**config.mk**
```make
export PLATFORM = sky130hd
export DESIGN_NAME = mmio_regfile_lite
export DESIGN_NICKNAME = d
export VERILOG_FILES = /design/src/rtl/mmio_regfile_lite.sv
export SDC_FILE = /design/constraint.sdc
export NUM_CORES = 2
export LEC_CHECK = 0
export CAP_MARGIN = 20
export CORE_AREA = 2 2 542 544
export CTS_CLUSTER_SIZE = 25
export DETAILED_ROUTE_END_ITERATION = 10
export DIE_AREA = 0 0 544 546
export DONT_BUFFER_PORTS = 1
export PLACE_DENSITY = 0.3
export SLEW_MARGIN = 10
export SYNTH_ARGS = -nofsm -noshare
export SYNTH_HDL_FRONTEND = slang
export SYNTH_SLANG_ARGS = --single-unit
```
**constraint.sdc**
```tcl
create_clock -name fclk -period 7.7 [get_ports fclk]
set_input_delay 1.54 -clock fclk [delete_from_list [all_inputs] [get_ports fclk]]
set_output_delay 1.54 -clock fclk [all_outputs]
set_load 0.005 [all_outputs]
```
**src/rtl/mmio_regfile_lite.sv**
```systemverilog
// rtl/mmio_regfile_lite.sv - AXI4-Lite MMIO register file with camera command/response channels
module mmio_regfile_lite #(
  parameter int          NREG      = 32,
  parameter int          NCAM      = 2,
  parameter int          NDBG      = 4,
  parameter int          RESP_W    = 18,
  parameter logic [31:0] BASE_ADDR = 32'h7000_0000
) (
  input  logic                     fclk,
  input  logic                     rst_n,
  input  logic [31:0]              s_awaddr,
  input  logic                     s_awvalid,
  output logic                     s_awready,
  input  logic [31:0]              s_wdata,
  input  logic [3:0]               s_wstrb,
  input  logic                     s_wvalid,
  output logic                     s_wready,
  output logic [1:0]               s_bresp,
  output logic                     s_bvalid,
  input  logic                     s_bready,
  input  logic [31:0]              s_araddr,
  input  logic                     s_arvalid,
  output logic                     s_arready,
  output logic [31:0]              s_rdata,
  output logic [1:0]               s_rresp,
  output logic                     s_rvalid,
  input  logic                     s_rready,
  output logic [NREG*32-1:0]       regs_flat,
  output logic [NREG-1:0]          wr_pulse,
  output logic [NCAM-1:0]          cam_cmd_valid,
  input  logic [NCAM*RESP_W-1:0]   cam_resp,
  input  logic [NCAM-1:0]          cam_resp_valid,
  input  logic [NDBG*32-1:0]       debug,
  output logic                     irq
);

  localparam int B      = $clog2(NREG);
  localparam int DBG_LO = NREG - NDBG;

  localparam int K_RW   = 0;
  localparam int K_STAT = 1;
  localparam int K_RESP = 2;
  localparam int K_CNT  = 3;
  localparam int K_DBG  = 4;

  localparam logic [1:0] RESP_OK     = 2'b00;
  localparam logic [1:0] RESP_SLVERR = 2'b10;

  // Elaboration-time classification of each register index
  function automatic int reg_kind(input int i);
    if (i >= DBG_LO) return K_DBG;
    if (i == 1) return K_STAT;
    if (i >= 4 && i < 4 + 3 * NCAM) begin
      if ((i - 4) % 3 == 1) return K_RESP;
      if ((i - 4) % 3 == 2) return K_CNT;
    end
    return K_RW;
  endfunction

  function automatic logic [NREG-1:0] ro_mask_f();
    logic [NREG-1:0] m;
    m = '0;
    for (int i = 0; i < NREG; i++) begin
      m[i] = (reg_kind(i) == K_RESP) || (reg_kind(i) == K_CNT) || (reg_kind(i) == K_DBG);
    end
    return m;
  endfunction

  localparam logic [NREG-1:0] RO_MASK = ro_mask_f();

  function automatic logic addr_good(input logic [31:0] a);
    return (a[31:B+2] == BASE_ADDR[31:B+2]) && (a[1:0] == 2'b00);
  endfunction

  function automatic logic [31:0] strb_mask(input logic [3:0] s);
    return {{8{s[3]}}, {8{s[2]}}, {8{s[1]}}, {8{s[0]}}};
  endfunction

  typedef enum logic {W_IDLE, W_RESP} w_state_t;
  typedef enum logic {R_IDLE, R_DATA} r_state_t;

  w_state_t        w_state;
  r_state_t        r_state;
  logic            aw_held;
  logic            w_held;
  logic [31:0]     awaddr_q;
  logic [31:0]     wdata_q;
  logic [3:0]      wstrb_q;
  logic [NREG-1:0] wr_pulse_q;
  logic            irq_q;

  logic            apply_wr;
  logic [B-1:0]    wr_idx;
  logic            wr_ok;
  logic [31:0]     wr_mask;
  logic [NREG-1:0] wr_hit;
  logic [B-1:0]    rd_idx;
  logic [NREG*32-1:0] rd_flat;

  // The write lands on the first edge where both AW and W are held
  assign apply_wr = (w_state == W_IDLE) && aw_held && w_held;
  assign wr_idx   = awaddr_q[B+1:2];
  assign wr_ok    = addr_good(awaddr_q) && !RO_MASK[wr_idx];
  assign wr_mask  = strb_mask(wstrb_q);
  assign wr_hit   = (apply_wr && wr_ok) ? (NREG'(1) << wr_idx) : '0;
  assign rd_idx   = s_araddr[B+1:2];

  // Write channel: independent AW/W capture, apply, then hold B until accepted
  always_ff @(posedge fclk or negedge rst_n) begin
    if (!rst_n) begin
      w_state   <= W_IDLE;
      aw_held   <= 1'b0;
      w_held    <= 1'b0;
      awaddr_q  <= '0;
      wdata_q   <= '0;
      wstrb_q   <= '0;
      s_awready <= 1'b1;
      s_wready  <= 1'b1;
      s_bvalid  <= 1'b0;
      s_bresp   <= RESP_OK;
    end else begin
      case (w_state)
        W_IDLE: begin
          if (aw_held && w_held) begin
            w_state  <= W_RESP;
            s_bvalid <= 1'b1;
            s_bresp  <= wr_ok ? RESP_OK : RESP_SLVERR;
          end else begin
            if (s_awvalid && s_awready) begin
              awaddr_q  <= s_awaddr;
              aw_held   <= 1'b1;
              s_awready <= 1'b0;
            end
            if (s_wvalid && s_wready) begin
              wdata_q  <= s_wdata;
              wstrb_q  <= s_wstrb;
              w_held   <= 1'b1;
              s_wready <= 1'b0;
            end
          end
        end
        W_RESP: begin
          if (s_bready) begin
            w_state   <= W_IDLE;
            s_bvalid  <= 1'b0;
            aw_held   <= 1'b0;
            w_held    <= 1'b0;
            s_awready <= 1'b1;
            s_wready  <= 1'b1;
          end
        end
        default: w_state <= W_IDLE;
      endcase
    end
  end

  // Per-index storage; debug words are wired straight through
  for (genvar i = 0; i < NREG; i++) begin : g_reg
    localparam int KIND = reg_kind(i);
    localparam int CAM  = (i >= 4) ? (i - 4) / 3 : 0;
    if (KIND == K_DBG) begin : g_dbg
      assign rd_flat[i*32 +: 32] = debug[(i-DBG_LO)*32 +: 32];
    end else if (KIND == K_STAT) begin : g_stat
      logic [31:0] q;
      // W1C clear first, hardware set ORed on top so a same-cycle set wins
      always_ff @(posedge fclk or negedge rst_n) begin
        if (!rst_n) q <= '0;
        else        q <= (q & ~(wr_hit[i] ? (wdata_q & wr_mask) : 32'd0)) | 32'(cam_resp_valid);
      end
      assign rd_flat[i*32 +: 32] = q;
    end else if (KIND == K_RESP) begin : g_resp
      logic [31:0] q;
      // Latch the latest camera response, zero-extended
      always_ff @(posedge fclk or negedge rst_n) begin
        if (!rst_n)                   q <= '0;
        else if (cam_resp_valid[CAM]) q <= 32'(cam_resp[CAM*RESP_W +: RESP_W]);
      end
      assign rd_flat[i*32 +: 32] = q;
    end else if (KIND == K_CNT) begin : g_cnt
      logic [31:0] q;
      // Free-running response counter, wraps naturally
      always_ff @(posedge fclk or negedge rst_n) begin
        if (!rst_n)                   q <= '0;
        else if (cam_resp_valid[CAM]) q <= q + 32'd1;
      end
      assign rd_flat[i*32 +: 32] = q;
    end else begin : g_rw
      logic [31:0] q;
      // Byte-strobed software write
      always_ff @(posedge fclk or negedge rst_n) begin
        if (!rst_n)         q <= '0;
        else if (wr_hit[i]) q <= (q & ~wr_mask) | (wdata_q & wr_mask);
      end
      assign rd_flat[i*32 +: 32] = q;
    end
  end

  assign regs_flat = rd_flat;

  // One-cycle pulses trail the write by one cycle; irq trails status by one cycle
  always_ff @(posedge fclk or negedge rst_n) begin
    if (!rst_n) begin
      wr_pulse_q <= '0;
      irq_q      <= 1'b0;
    end else begin
      wr_pulse_q <= wr_hit;
      irq_q      <= |(rd_flat[32 +: NCAM] & rd_flat[64 +: NCAM]);
    end
  end

  assign wr_pulse = wr_pulse_q;
  assign irq      = irq_q;

  for (genvar c = 0; c < NCAM; c++) begin : g_cmd
    assign cam_cmd_valid[c] = wr_pulse_q[4 + 3*c];
  end

  // Read channel: capture data on AR, hold it until R is accepted
  always_ff @(posedge fclk or negedge rst_n) begin
    if (!rst_n) begin
      r_state   <= R_IDLE;
      s_arready <= 1'b1;
      s_rvalid  <= 1'b0;
      s_rdata   <= '0;
      s_rresp   <= RESP_OK;
    end else begin
      case (r_state)
        R_IDLE: begin
          if (s_arvalid) begin
            if (addr_good(s_araddr)) begin
              s_rdata <= rd_flat[rd_idx*32 +: 32];
              s_rresp <= RESP_OK;
            end else begin
              s_rdata <= '0;
              s_rresp <= RESP_SLVERR;
            end
            s_rvalid  <= 1'b1;
            s_arready <= 1'b0;
            r_state   <= R_DATA;
          end
        end
        R_DATA: begin
          if (s_rready) begin
            s_rvalid  <= 1'b0;
            s_arready <= 1'b1;
            r_state   <= R_IDLE;
          end
        end
        default: r_state <= R_IDLE;
      endcase
    end
  end

endmodule
```
==> impl_metrics.ini <==
[logic_synthesis]
synth_xor_area_frac = 0.0112
synth_area_leaders = dfrtp_1 (53%), mux2_2 (20%), mux4_2 (11%)
syn_area_per_cell_um2 = 14.7
ys_ff_latch = 1012
synth-compound-area-share = 0.0361
synthSimpleGateAreaFrac = 0.0509
syn-cell-area_mm2 = 0.0477
synth_edf_count = 0
yosysWarnings = 0
synth_fa_ha_area_frac = 0.00157
ys.flop_type = dfrtp_1
ys_seq_area_frac = 0.531
synth_top_family_by_area = multiplexers
ys_async_sr_fraction = 1.00
yosysTopAreaCell = dfrtp_1
synth_top_area_frac = 0.529
synth_cell_type_count = 62
synthMuxAreaShare = 0.321
postSynthCellCount = 3256

[clocking]
cts_root_buf = clkbuf_16
cts_sinks = 1012
cts.repair.resized = 0
cts_made_buffers = 143
cts_buffer_depth = 4
cts_tree = yes
clock_latency_ns = 0.82
cts_max_level = 4
cts.clk_slew.worst_paths_ns = 0.06
hold_buffers = 0
post-cts-setup-buffers = 0

[placement]
dp_hpwl_um = 208000
dp_cells = 6874
place_congestion = 0.819
portBuffers = 0

[finish]
finalNonFillerCells = 7153
finalCoreUtilization = 0.192
drive_above_1_share = 0.451
final_cell_mix = dfrtp_1 (1008), mux2_2 (844), mux4_2 (241), clkbuf_16 (146), nand2_1 (72)
final_nets = 3383
synthToLayoutAreaGrowth_pct = 17.4
final_common_cell = dfrtp_1

[timing]
hold_violations = 0
whs_ns = 0.417
clock_skew_ns = 0.0436
layout_min_cycle_time_ns = 3.58
worst_pin_slew_ns = 1.48
maxSlewHeadroom = 0.0130
fmax_ghz = 0.279
fin_crit_sh = 0.465
rsz0062_at_grt = false
setup-tns-final_ns = 0
final-setup-viol-count = 0
drv_slew = 0

[route]
wire_per_inst_um = 39.4
first_pass_iters = 4
ant_nets = 0
via_count = 30300
route.met2.wl_um = 141000
wl_met3_um = 27200
m1WireLength_um = 104000
via_per_inst = 4.24
postRouteWirelength_um = 282000
drc = 0
initialDrtViolationCount = 1743
route.top_layer_used = met5

[critical_path]
end_kind = flop
required_ns = 8.37
r2r_setup_slack_ns = 4.12
critPathLaunch = awaddr_q[5]
timing.rr.start = awaddr_q[5]
worstPathArrival_ns = 4.25
crit_fanout = 11
crit_type = flop to flop
critPathLaunchType = flop
reg2reg_depth = 7

[power_and_ir_drop]
power.density_mw_per_mm2 = 265
clockPowerShare = 0.442
pwr-share-comb = 0.140
finalPower_uw = 14900
cell_internal_pwr_uw = 10000
sequentialPowerShare = 0.418
p_leak_uw = 0.0248
switchingPower_uw = 4820
p_sw_frac = 0.324
ir_drop_mv = 0.141

[die]
die_x_um = 544
core-area_mm2 = 0.292
start_util = 0.163
io_pins = 1373
row_count = 199
fp.dieH_um = 546
die_area_mm2 = 0.297

[global_route]
grt_max_degree = 260
grt_usage = 0.184
grt_antenna_before_repair = 70
grt_overflow = 0
grt_pass1_wl_um = 361000
grt_pass1_vias = 31600

[run]
maxCapViolations = 0

[status]
status = finished, final reports clean

[hold_path]
hold_path.class = primary input to asynchronous set/reset pin
[cells by family (layout without fill, tap and decap cells)]
group / after synthesis / in the layout
compound gates: 241 / 241
xor+xnor: 61 / 61
fa+ha+maj: 6 / 6
buf+inv: 424 / 329
flops: 1012 / 1012
mux: 1114 / 1114
other cells: 1 / 74
simple gates: 397 / 397
[cell type report]
type | count | area [um^2]
clock inverter | 30 | 370
multi-input combinational | 1853 | 20300
antenna | 40 | 100
sequential | 1012 | 25300
fill | 31500 | 236000
clock buffer | 205 | 4100
timing repair buffer | 73 | 803
inverter | 21 | 81.3
tap | 3919 | 4900
[how the worst min path moves through the flow]
stage | start | to | slack, ns
3_5_place_dp | r_state | s_rvalid | 0.47
5_1_grt | rst_n | asynchronous set/reset pin | 0.34
4_1_cts | rst_n | asynchronous set/reset pin | 0.31
2_1_floorplan | r_state | s_rvalid | 0.44
3_3_place_gp | r_state | s_rvalid | 0.47
6_report | rst_n | asynchronous set/reset pin | 0.42
[critical path, stage by stage, from the launching register on]
cell and delay [ns]:
dfrtp_1 0.59, buf_4 0.33, nand3b_1 0.19, a31oi_4 0.19, nor3_4 0.38, buf_4 0.33
nand4_1 0.80, mux2_2 0.59
[Yosys cell counts, types with 8 or more instances]
cell type,instances
nand4_2,8
nor2_1,55
o22ai_1,17
a211oi_1,14
a21boi_0,31
clkbuf_1,143
buf_1,13
a21oi_1,32
nand2b_1,15
buf_4,166
mux2i_1,13
xnor2_1,32
mux4_2,241
nor4_1,13
xor2_1,29
a22oi_1,61
and2_1,31
and4_1,13
inv_1,21
a22o_1,27
buf_2,78
nand4_1,31
mux2_2,844
nor2b_1,23
dfrtp_1,1009
nand2_1,74
mux2_4,16
nand3_1,28
and3_1,36
o21ai_0,26
o2bb2ai_1,14
nor3_1,29
[metrics by stage]
| step | setup WS, ns | cell area (um^2) |
|---|---|---|
| 2_1_floorplan | 4.07 | 47800 |
| 3_3_place_gp | 3.58 | 51300 |
| 3_5_place_dp | 3.63 | 51300 |
| 4_1_cts | 3.97 | 55800 |
| 5_1_grt | 3.88 | 56000 |
| 6_report | 4.12 | 56000 |
[power groups by stage]
| stage | clock network [uW] | registers, uW | logic, uW |
|---|---|---|---|
| after CTS | 6830 | 6260 | 2100 |
| after global placement | 0 | 6370 | 2060 |
| after global routing | 6990 | 6270 | 2240 |
| after floorplan | 0 | 5910 | 1310 |
| final | 6560 | 6210 | 2080 |
| after detailed placement | 0 | 6350 | 2100 |
[routing by layer]
metal | track usage | up-vias
met3 | 0.0717 | 332
met5 | 0 | -
met1 | 0.203 | 16800
met2 | 0.319 | 1513
li1 | - | 11700
met4 | 0.0661 | 2
(Power assumes the default switching activity.)
